File: src/rtl/clock_set_ctrl.sv
// Time-of-day clock with button-driven set mode and optional alarm.
// Alarm states, registers and pulse exist only when CLOCK_SET_ALARM_EN is defined.
module clock_set_ctrl (
    input  logic       clk_1hz,
    input  logic       rst,
    input  logic       btn_mode,
    input  logic       btn_inc,
    output logic [5:0] sec,
    output logic [5:0] min,
    output logic [4:0] hr,
    output logic [2:0] mode,
    output logic       blink,
    output logic [4:0] al_hr,
    output logic [5:0] al_min,
    output logic       alarm_hit
);

`ifdef CLOCK_SET_ALARM_EN
    typedef enum logic [2:0] {RUN = 3'd0, SET_HR = 3'd1, SET_MIN = 3'd2,
                              AL_HR = 3'd3, AL_MIN = 3'd4} state_t;
`else
    typedef enum logic [2:0] {RUN = 3'd0, SET_HR = 3'd1, SET_MIN = 3'd2} state_t;
`endif

    state_t     state, state_nxt;
    logic       mode_q, inc_q;
    logic       mode_edge, inc_edge, timeout, run_time;
    logic [4:0] idle;
    logic [5:0] sec_n, min_n;
    logic [4:0] hr_n;

    assign mode_edge = btn_mode & ~mode_q;
    assign inc_edge  = btn_inc & ~inc_q;
    assign timeout   = (state != RUN) && (idle == 5'd29) && !mode_edge && !inc_edge;
    assign mode      = state;

`ifdef CLOCK_SET_ALARM_EN
    assign run_time = (state == RUN) || (state == AL_HR) || (state == AL_MIN);
`else
    assign run_time = (state == RUN);
`endif

    always_comb begin
        state_nxt = state;
        if (mode_edge) begin
            case (state)
                RUN:     state_nxt = SET_HR;
                SET_HR:  state_nxt = SET_MIN;
`ifdef CLOCK_SET_ALARM_EN
                SET_MIN: state_nxt = AL_HR;
                AL_HR:   state_nxt = AL_MIN;
`endif
                default: state_nxt = RUN;
            endcase
        end else if (timeout) begin
            state_nxt = RUN;
        end
    end

    // Set-mode increments touch one field only; mode edge wins over inc edge.
    always_comb begin
        sec_n = sec;
        min_n = min;
        hr_n  = hr;
        if (run_time) begin
            if (sec == 6'd59) begin
                sec_n = 6'd0;
                if (min == 6'd59) begin
                    min_n = 6'd0;
                    hr_n  = (hr == 5'd23) ? 5'd0 : hr + 5'd1;
                end else begin
                    min_n = min + 6'd1;
                end
            end else begin
                sec_n = sec + 6'd1;
            end
        end else if (inc_edge && !mode_edge) begin
            if (state == SET_HR)
                hr_n = (hr == 5'd23) ? 5'd0 : hr + 5'd1;
            if (state == SET_MIN)
                min_n = (min == 6'd59) ? 6'd0 : min + 6'd1;
        end
        if (state == SET_MIN && state_nxt != SET_MIN)
            sec_n = 6'd0;
    end

    always_ff @(posedge clk_1hz or posedge rst) begin
        if (rst) begin
            state  <= RUN;
            sec    <= 6'd0;
            min    <= 6'd0;
            hr     <= 5'd0;
            blink  <= 1'b0;
            idle   <= 5'd0;
            mode_q <= 1'b0;
            inc_q  <= 1'b0;
        end else begin
            state  <= state_nxt;
            sec    <= sec_n;
            min    <= min_n;
            hr     <= hr_n;
            blink  <= (state_nxt == RUN) ? 1'b0 : ~blink;
            idle   <= (state == RUN || mode_edge || inc_edge || timeout) ? 5'd0 : idle + 5'd1;
            mode_q <= btn_mode;
            inc_q  <= btn_inc;
        end
    end

`ifdef CLOCK_SET_ALARM_EN
    // Pulse only on a running advance in RUN, so setting the time never fires it.
    always_ff @(posedge clk_1hz or posedge rst) begin
        if (rst) begin
            al_hr     <= 5'd0;
            al_min    <= 6'd0;
            alarm_hit <= 1'b0;
        end else begin
            if (inc_edge && !mode_edge && state == AL_HR)
                al_hr <= (al_hr == 5'd23) ? 5'd0 : al_hr + 5'd1;
            if (inc_edge && !mode_edge && state == AL_MIN)
                al_min <= (al_min == 6'd59) ? 6'd0 : al_min + 6'd1;
            alarm_hit <= (state == RUN) && (sec_n == 6'd0) &&
                         (min_n == al_min) && (hr_n == al_hr);
        end
    end
`else
    assign al_hr     = 5'd0;
    assign al_min    = 6'd0;
    assign alarm_hit = 1'b0;
`endif

endmodule

File: config.mk
export PLATFORM = sky130hd
export DESIGN_NAME = clock_set_ctrl
export DESIGN_NICKNAME = d
export VERILOG_FILES = /design/src/rtl/clock_set_ctrl.sv
export SDC_FILE = /design/constraint.sdc
export NUM_CORES = 1
export LEC_CHECK = 0
export BUFFER_PORTS_ARGS = -buffer_cell sky130_fd_sc_hd__buf_2
export CAP_MARGIN = 20
export CORE_ASPECT_RATIO = 1.75
export CORE_MARGIN = 3
export CORE_UTILIZATION = 57
export CTS_CLUSTER_SIZE = 40
export DETAILED_ROUTE_END_ITERATION = 12
export PLACE_DENSITY = 0.86
export SLEW_MARGIN = 30
export SYNTH_ARGS = -nofsm -noshare
export SYNTH_HDL_FRONTEND = slang
export SYNTH_SLANG_ARGS = --single-unit
File: constraint.sdc
create_clock -name clk_1hz -period 3.2 [get_ports clk_1hz]
set_input_delay 0.32 -clock clk_1hz [delete_from_list [all_inputs] [get_ports clk_1hz]]
set_output_delay 0.32 -clock clk_1hz [all_outputs]
set_load 0.05 [all_outputs]
==> flow_metrics.tcl, run 1 <==
set metrics [dict create \
    skew_ns 0.003987 \
    syn_inst 154 \
    gp_congestion 0.7643 \
    core_um2 2552 \
    r2r-end "min[2]$_DFFE_PP0P_" \
    grt_antenna_before_repair 0 \
    hold_viol 0 \
    grt_use_total_pct 20.54 \
    drv_slew 0 \
    antennaDiodeCount 0 \
    postCtsSetupBuffers 0 \
    ys_seq_elements 28 \
    synthFlopType "dfrtp_1" \
    worst_pin_slew_ns 0.6511 \
    whs_ns 0.09893 \
    worstPathRequired_ns 3.36 \
    cts_buffers 3 \
    clk_pin_slew_worst_paths_ns 0.09 \
    layout-drive-gt1-share_pct 22.60 \
    min_period_ns 1.861 \
    root_buffer "clkbuf_8" \
    mappedNetlistArea_um2 1560 \
    row_count 24 \
    vias 1205 \
    worst-setup-path-type "reg2reg" \
    die-area_um2 3426 \
    syn_to_final_growth_pct 9.142 \
    cts_htree_levels 1 \
    fin_crit_sh_pct 58.16 \
    synthArstFlopShare_pct 100.0 \
    die_h_um 75.21 \
    numPortBuffers 24 \
    p_leak_nw 0.8156 \
    powerDensity_nw_per_um2 956.7 \
    cts_hold_buf 0 \
    tns_ns 0 \
    grt_start_max_net_pins 29 \
    grt_pass1_vias 1217 \
    fin_nets 187 \
    min_path_type "in2async" \
    drtIter0Drc 46 \
    crit_path_start_kind "register" \
    routed_wl_um 3210 \
    synth_cell_types 42 \
    avgSynthCellArea_um2 10.13 \
    nFillCells 207 \
    fmax_mhz 537.3 \
    grt_pass1_wl_um 5382 \
    die_w_um 45.55 \
    cts_resized 0 \
    cp.arrival_ns 2.02 \
    ant_nets 0 \
    rsz0062_at_grt "false" \
    path_max_fanout 5 \
    seq_area_frac_synth_pct 44.91 \
    clock_latency_ns 0.27 \
    slew_headroom_pct 55.98 \
    wire_per_inst_um 15.81 \
    yosys_warnings 0 \
    fin_util_pct 66.72 \
    drt_first_pass_iters 4 \
    place_inst 199 \
    r2r_setup_slack_ns 1.34 \
    hpwlAfterDp_um 2504 \
    rr_startpoint "sec[0]$_DFFE_PP0P_" \
    outcome "finished, final reports clean" \
    setup_viol 0 \
    peakVddDrop_mv 0.5324 \
    ios 37 \
    cts_tree "built" \
    drc_errors 0 \
    clock_sinks 28 \
    reg2reg_depth 5 \
    grt_overflow 0 \
    initial_core_util_pct 61.13 \
    max-clock-path-buffers 2 \
    cap_violations 0 \
    drt-vias-per-instance 5.936 \
    synth_edf_count 0 \
    fin_cells 203 \
    worstSetupEndpointType "register" \
]
==> Yosys cell counts, types with 3 or more instances <==
cell       n  share of area, %
mux2_2     5               3.6
a22o_1     3               1.7
nand2_1   10               2.4
buf_4     12               5.8
nor2_1    16               3.8
nor3_1     4               1.3
a21oi_1    5               1.6
xnor2_1    3               1.7
dfrtp_1   28                45
ha_1       5               4.0
nor4b_1    4               2.2
nand3_1    5               1.6
o21ai_0    5               1.6
clkbuf_1   3              0.72
mux2i_1    3               1.9
nand2b_1   3               1.2
inv_1      8               1.9
==> per-stage QoR <==
step	instance area [um^2]	total power [mW]	worst slack [ns]
after CTS	1703	1.631	1.354
after global routing	1703	1.714	1.205
after global placement	1648	1.387	1.397
after floorplan	1602	1.239	1.128
after detailed placement	1648	1.421	1.362
final	1703	1.629	1.339
==> where the power goes <==
part	switching (mW)	internal, mW	total [mW]
sequential	0.153	0.457	0.610
combinational	0.582	0.221	0.803
clock	0.106	0.110	0.216
total	0.840	0.789	1.63
==> sequential cells by signal, indices dropped and copies added (netlist names) <==
signal / cells
idle: 5
hr: 5
inc_q: 1
sec: 6
mode_q: 1
min: 6
mode: 3
blink: 1
==> worst max path at each step <==
stage | start | to | slack [ns] | cells after the start
3_5_place_dp | sec[1]$_DFFE_PP0P_ | min[2]$_DFFE_PP0P_ | 1.36 | 5
6_report | sec[0]$_DFFE_PP0P_ | min[2]$_DFFE_PP0P_ | 1.34 | 5
4_1_cts | sec[0]$_DFFE_PP0P_ | min[2]$_DFFE_PP0P_ | 1.35 | 5
5_1_grt | idle[1]$_DFF_PP0_ | sec[0]$_DFFE_PP0P_ | 1.21 | 6
3_3_place_gp | sec[0]$_DFFE_PP0P_ | min[4]$_DFFE_PP0P_ | 1.40 | 5
2_1_floorplan | sec[0]$_DFFE_PP0P_ | min[4]$_DFFE_PP0P_ | 1.13 | 5
==> cell type report <==
cell class / count / area (um^2) / area share, %
Multi-Input combinational cell: 113 / 764.5 / 44.89
Clock buffer: 4 / 55.05 / 3.233
Sequential cell: 28 / 700.7 / 41.15
Timing Repair Buffer: 24 / 120.1 / 7.054
Inverter: 8 / 30.03 / 1.763
Tap cell: 26 / 32.53 / 1.910
==> layer usage <==
metal  track usage (%)  part of all wire (%)  wire (um)  vias up
li1                  -                     -          -      573
met1             23.68                    38       1222      595
met2             38.10                    57       1833       35
met3             2.632                   4.1        133        2
met4             5.537                  0.62         20        0
met5                 0                     0          0        -
==> cell usage in the layout (no fill, tap or decap), drive strengths merged, types with 3 or more instances in the layout <==
cell type   n
xnor2       3
nand2b      3
nor3        5
and4        3
nor4b       5
conb       12
mux2i       3
nand3       5
dfrtp      28
nor2       16
clkbuf      4
mux2        5
inv         8
ha          5
o21ai       5
buf        24
nand2      10
a22o        3
a21oi       5
==> kinds of logic (layout without fill, tap and decap cells) <==
kind of cell	count (synthesis)	count (layout)	share of synthesized area (%)
simple gates	59	59	21.65
flops	28	28	44.91
xor+xnor	5	5	2.807
mux	8	8	5.533
other cells	1	12	0.2403
compound gates	24	24	12.11
fa+ha+maj	5	5	4.010
buf+inv	24	36	8.741
==> worst max-delay path, stage by stage (launching register included) <==
cell and delay, ns:
dfrtp_1 0.41, ha_1 0.25, and4_4 0.29, a32oi_4 0.08, nor4b_2 0.35, mux2_2 0.37
Power figures use the tool's default switching activity.
==> inputs of run 2 (changes only) <==
Settings changed: CORE_UTILIZATION 57 to 48, PLACE_DENSITY 0.86 to 0.77.
Clock period 3.2 ns to 1.6 ns, I/O delays scaled along.
==> run 2 against run 1 <==
Against the previous run:
- the flow now finishes with violations (negative setup slack)
- clock power rose to 2.6 times the previous value
- register-to-register slack got worse by 1.4 ns
- count of clock-buffer cells in the layout fell by 1
- sequential power up 92%
- die area rose by 17%
- first-iteration DRC count shrank 28%
- critical path type unchanged
- largest cell class unchanged
==> flow_metrics.tcl, run 2 (synthesized netlist as in run 1, its figures left out) <==
set metrics [dict create \
    outcome "finished with violations" \
    violations "negative setup slack" \
    crit_path_start_kind "register" \
    clk_pin_slew_worst_paths_ns 0.10 \
    grt_use_total_pct 19.50 \
    tns_ns -0.05207 \
    cts_tree "built" \
    ios 37 \
    grt_antenna_before_repair 0 \
    setup_viol 5 \
    die_w_um 49.10 \
    min_path_type "in2reg" \
    worstHoldStart "btn_inc" \
    layout_common_cells "26 x buf_4, 24 x buf_2, 17 x dfrtp_1" \
    ant_nets 0 \
    setup_slack_ns -0.02041 \
    reg_top3 "min x6, sec x6" \
    powerDensity_nw_per_um2 1868 \
    critical_path.max_stage_delay_ns 0.40 \
    die-area_um2 3997 \
    rr_startpoint "sec[1]$_DFFE_PP0P_" \
    power_mw 3.821 \
    final_common_cell "buf_4" \
    worst-setup-path-type "reg2reg" \
    drtIter0Drc 33 \
    grt_pass1_wl_um 6037 \
    fin_crit_sh_pct 101.3 \
    numPortBuffers 24 \
    vias 1322 \
    worstPathRequired_ns 1.76 \
    antennaDiodeCount 0 \
    fin_cells 246 \
    cp.arrival_ns 1.78 \
    cp_cell_sequence "ha_4 -> and4_4 -> a32oi_4 -> nor4b_2 -> mux2_2" \
    fin_util_pct 67.62 \
    place_inst 236 \
    fin_nets 214 \
    drt_first_pass_iters 4 \
    critPathSlowestCell "dfrtp_2" \
    p_leak_nw 0.9548 \
    hold_viol 0 \
    skew_ns 0.008268 \
    cts_htree_levels 1 \
    whs_ns 0.02385 \
    layout-drive-gt1-share_pct 41.67 \
    core_um2 3025 \
    grt_overflow 0 \
    min_period_ns 1.620 \
    initial_core_util_pct 51.57 \
    cap_violations 0 \
    hpwlAfterDp_um 2815 \
    worst_pin_slew_ns 0.4981 \
    cts_buffers 3 \
    wire_per_inst_um 15.30 \
    die_h_um 81.42 \
    slew_headroom_pct 66.54 \
    drt-vias-per-instance 5.374 \
    cp-startpoint "sec[1]$_DFFE_PP0P_" \
    dpl_cell_area_um2 1864 \
    row_count 26 \
    path_max_fanout 5 \
    final_area_um2 2046 \
    grt_start_max_net_pins 29 \
    drv_slew 0 \
    max-clock-path-buffers 2 \
    routed_wl_um 3765 \
    gp_congestion 0.8043 \
    peakVddDrop_mv 1.382 \
    grt_pass1_vias 1349 \
    root_buffer "clkbuf_8" \
    clock_latency_ns 0.28 \
    fmax_mhz 617.1 \
    rsz0062_at_grt "true" \
    worstSetupEndpointType "register" \
    syn_to_final_growth_pct 31.11 \
    dp_slack_ns -0.09658 \
    drc_errors 0 \
    clock_sinks 28 \
]
-- run 2: path summary, 6_finish.rpt --
| check | end | slack (ns) | depth (start not counted) |
|---|---|---|---|
| setup reg to reg | min[2]$_DFFE_PP0P_ | -0.02 | 5 |
| setup / recovery | min[2]$_DFFE_PP0P_ | -0.02 | 5 |
| min in group asynchronous | hr[3]$_DFFE_PP0P_ | 0.48 | 4 |
| hold reg to reg | blink$_DFF_PP0_ | 0.44 | 1 |
| hold / removal | inc_q$_DFF_PP0_ | 0.02 | 1 |
| max in group asynchronous | sec[4]$_DFFE_PP0P_ | 0.83 | 4 |
-- run 2: worst max-delay path, delay by kind of cell (launching register included) --
| kind | cells | cell delay (ns) |
|---|---|---|
| AOI/OAI and AO/OA | 1 | 0.08 |
| adders and majority gates | 1 | 0.14 |
| DFF | 1 | 0.40 |
| and+or+nand+nor | 2 | 0.52 |
| muxes | 1 | 0.37 |
-- run 2: layer usage --
layer,wire [um],track usage [%],vias up
li1,-,-,628
met1,1475,20.33,666
met2,2158,38.98,26
met3,108,2.541,2
met4,23,6.838,0
met5,0,0,-
-- run 2: layout make-up --
class	count	area [um^2]
well taps	42	52.55
flip-flops and latches	28	714.4
clock buffers	3	41.29
multi-input cells	113	852.1
repair buffers	51	325.3
inverters	8	30.03
fillers	240	979.7
clock inverters	1	30.03
-- run 2: power by group --
part           internal (mW)  switching [mW]  total (mW)
Sequential             0.935           0.235        1.17
Clock                  0.335           0.222       0.557
Combinational          0.722            1.37        2.09
Total                   1.99            1.83        3.82
-- run 2: what timing repair did --
item / CTS / global route
hold endpoints to repair: 28 / 0
buffers inserted: 1 / 4
gates resized for setup: 3 / 10
setup endpoints to repair: 8 / 17
pin swaps: 4 / 2
hold buffers: 1 / 0
==> inputs of run 3 (changes only) <==
Settings changed: BUFFER_PORTS_ARGS -buffer_cell sky130_fd_sc_hd__buf_2 to -buffer_cell sky130_fd_sc_hd__clkbuf_2, GPL_ROUTABILITY_DRIVEN set to 0.
==> run 3 against run 2 <==
Against the previous run:
- the flow still finishes with violations (negative setup slack)
- highest routed layer unchanged
- die area did not move
- flip-flop and latch count did not move
- count of clock-buffer cells in the layout did not move
- non-clock buffer count rose by 3
- combinational power barely moved
==> flow_metrics.tcl, run 3 (synthesized netlist as in run 1, its figures left out) <==
set metrics [dict create \
    cts_htree_levels 1 \
    drt_first_pass_iters 4 \
    max-clock-path-buffers 2 \
    die_h_um 81.42 \
    root_buffer "clkbuf_8" \
    final_common_cell "buf_4" \
    core_um2 3025 \
    drc_errors 0 \
    fin_cells 249 \
    met1_length_um 1432 \
    hpwlAfterDp_um 2802 \
    worst-setup-path-type "reg2reg" \
    multi_input_area_um2 869.6 \
    min_period_ns 1.614 \
    clk_pin_slew_worst_paths_ns 0.09 \
    setup_viol 1 \
    syn_to_final_growth_pct 34.48 \
    fin_nets 217 \
    row_count 26 \
    grt_overflow 0 \
    reg_top3 "min x6, sec x6" \
    crit_path_start_kind "register" \
    routed_wl_um 3598 \
    cp.arrival_ns 1.79 \
    cap_violations 0 \
    wl_met2_um 2022 \
    drt-vias-per-instance 5.257 \
    grt_pass1_vias 1350 \
    p_leak_nw 0.9675 \
    initial_core_util_pct 51.57 \
    fin_crit_sh_pct 100.9 \
    outcome "finished with violations" \
    wire_per_inst_um 14.45 \
    top_layer "met4" \
    worstHoldStart "btn_mode" \
    regArea_um2 714.4 \
    power_mw 3.834 \
    grt_antenna_before_repair 0 \
    rsz0062_at_grt "true" \
    fmax_mhz 619.4 \
    path_max_fanout 4 \
    grt_pass1_wl_um 5996 \
    dr_wl_met3_um 83 \
    hold_viol 0 \
    skew_ns 0.003501 \
    setup_slack_ns -0.01436 \
    cp-startpoint "sec[0]$_DFFE_PP0P_" \
    clock_latency_ns 0.28 \
    clock_sinks 28 \
    layout_common_cells "28 x buf_4, 24 x clkbuf_2, 17 x dfrtp_1" \
    violations "negative setup slack" \
    rr_startpoint "sec[0]$_DFFE_PP0P_" \
    numPortBuffers 24 \
    ant_nets 0 \
    antennaDiodeCount 0 \
    drv_slew 0 \
    worstSetupEndpointType "register" \
    grt_use_total_pct 19.45 \
    peakVddDrop_mv 1.223 \
    cts_tree "built" \
    layout-drive-gt1-share_pct 44.44 \
    cts_buffers 3 \
    place_inst 241 \
    whs_ns 0.009377 \
    die_w_um 49.10 \
    powerDensity_nw_per_um2 1827 \
    grt_start_max_net_pins 29 \
    ios 37 \
    worstPathRequired_ns 1.77 \
    nFillCells 244 \
    min_path_type "in2reg" \
    drtIter0Drc 15 \
    die-area_um2 3997 \
    vias 1309 \
]
[run 3: metal layers]
metal | vias to the layer above | GRT usage [%]
met5 | - | 0
met1 | 649 | 21.23
li1 | 632 | -
met2 | 21 | 36.69
met4 | 0 | 8.832
met3 | 7 | 2.722
[run 3: path summary, 6_finish.rpt]
kind,endpoint,slack (ns),cells past startpoint
setup / recovery,min[2]$_DFFE_PP0P_,-0.01,5
hold / removal,mode_q$_DFF_PP0_,0.009,1
setup reg to reg,min[2]$_DFFE_PP0P_,-0.01,5
hold reg to reg,blink$_DFF_PP0_,0.44,1
max in group asynchronous,sec[2]$_DFFE_PP0P_,0.86,4
min in group asynchronous,hr[2]$_DFFE_PP0P_,0.46,4
[run 3: report_power, final]
| group | leakage, nW | switching (mW) | internal [mW] |
|---|---|---|---|
| clock network | 0.0357 | 0.220 | 0.335 |
| logic | 0.594 | 1.37 | 0.742 |
| registers | 0.338 | 0.230 | 0.935 |
[run 3: worst max-delay path: stages (launching register included)]
cell     delay (ns)
dfrtp_2        0.40
ha_4           0.15
and4_4         0.22
a32oi_4        0.08
nor4b_4        0.33
mux2_4         0.32
[run 3: final cells by class]
cell class              count  area share (%)
repair buffers             54           17.17
inverters                   8           1.431
clock buffers               3           1.968
well taps                  42           2.504
multi-input cells         113           41.44
flip-flops and latches     28           34.05
clock inverters             1           1.431
[run 3: repair_timing]
| item | 4_1_cts | 5_1_grt |
|---|---|---|
| buffers inserted | 1 | 2 |
| setup endpoints to repair | 10 | 20 |
| endpoints found under the hold margin | 28 | 0 |
| pin swaps | 3 | 4 |
| hold buffers | 1 | 0 |
| gates cloned | 0 | 0 |
| gates resized for setup | 5 | 12 |
[run 3: per-stage QoR]
stage / TNS, ns / util, % / setup WS (ns) / cell area [um^2]
after floorplan: -1.023 / - / -0.2019 / 1640
after global placement: -0.009699 / 63.28 / -0.009699 / 1914
after detailed placement: -0.1147 / 63.28 / -0.06655 / 1914
after CTS: -0.05703 / 66.83 / -0.02743 / 2022
after global routing: -0.5172 / 69.35 / -0.08919 / 2098
final: -0.01436 / 69.35 / -0.01436 / 2098
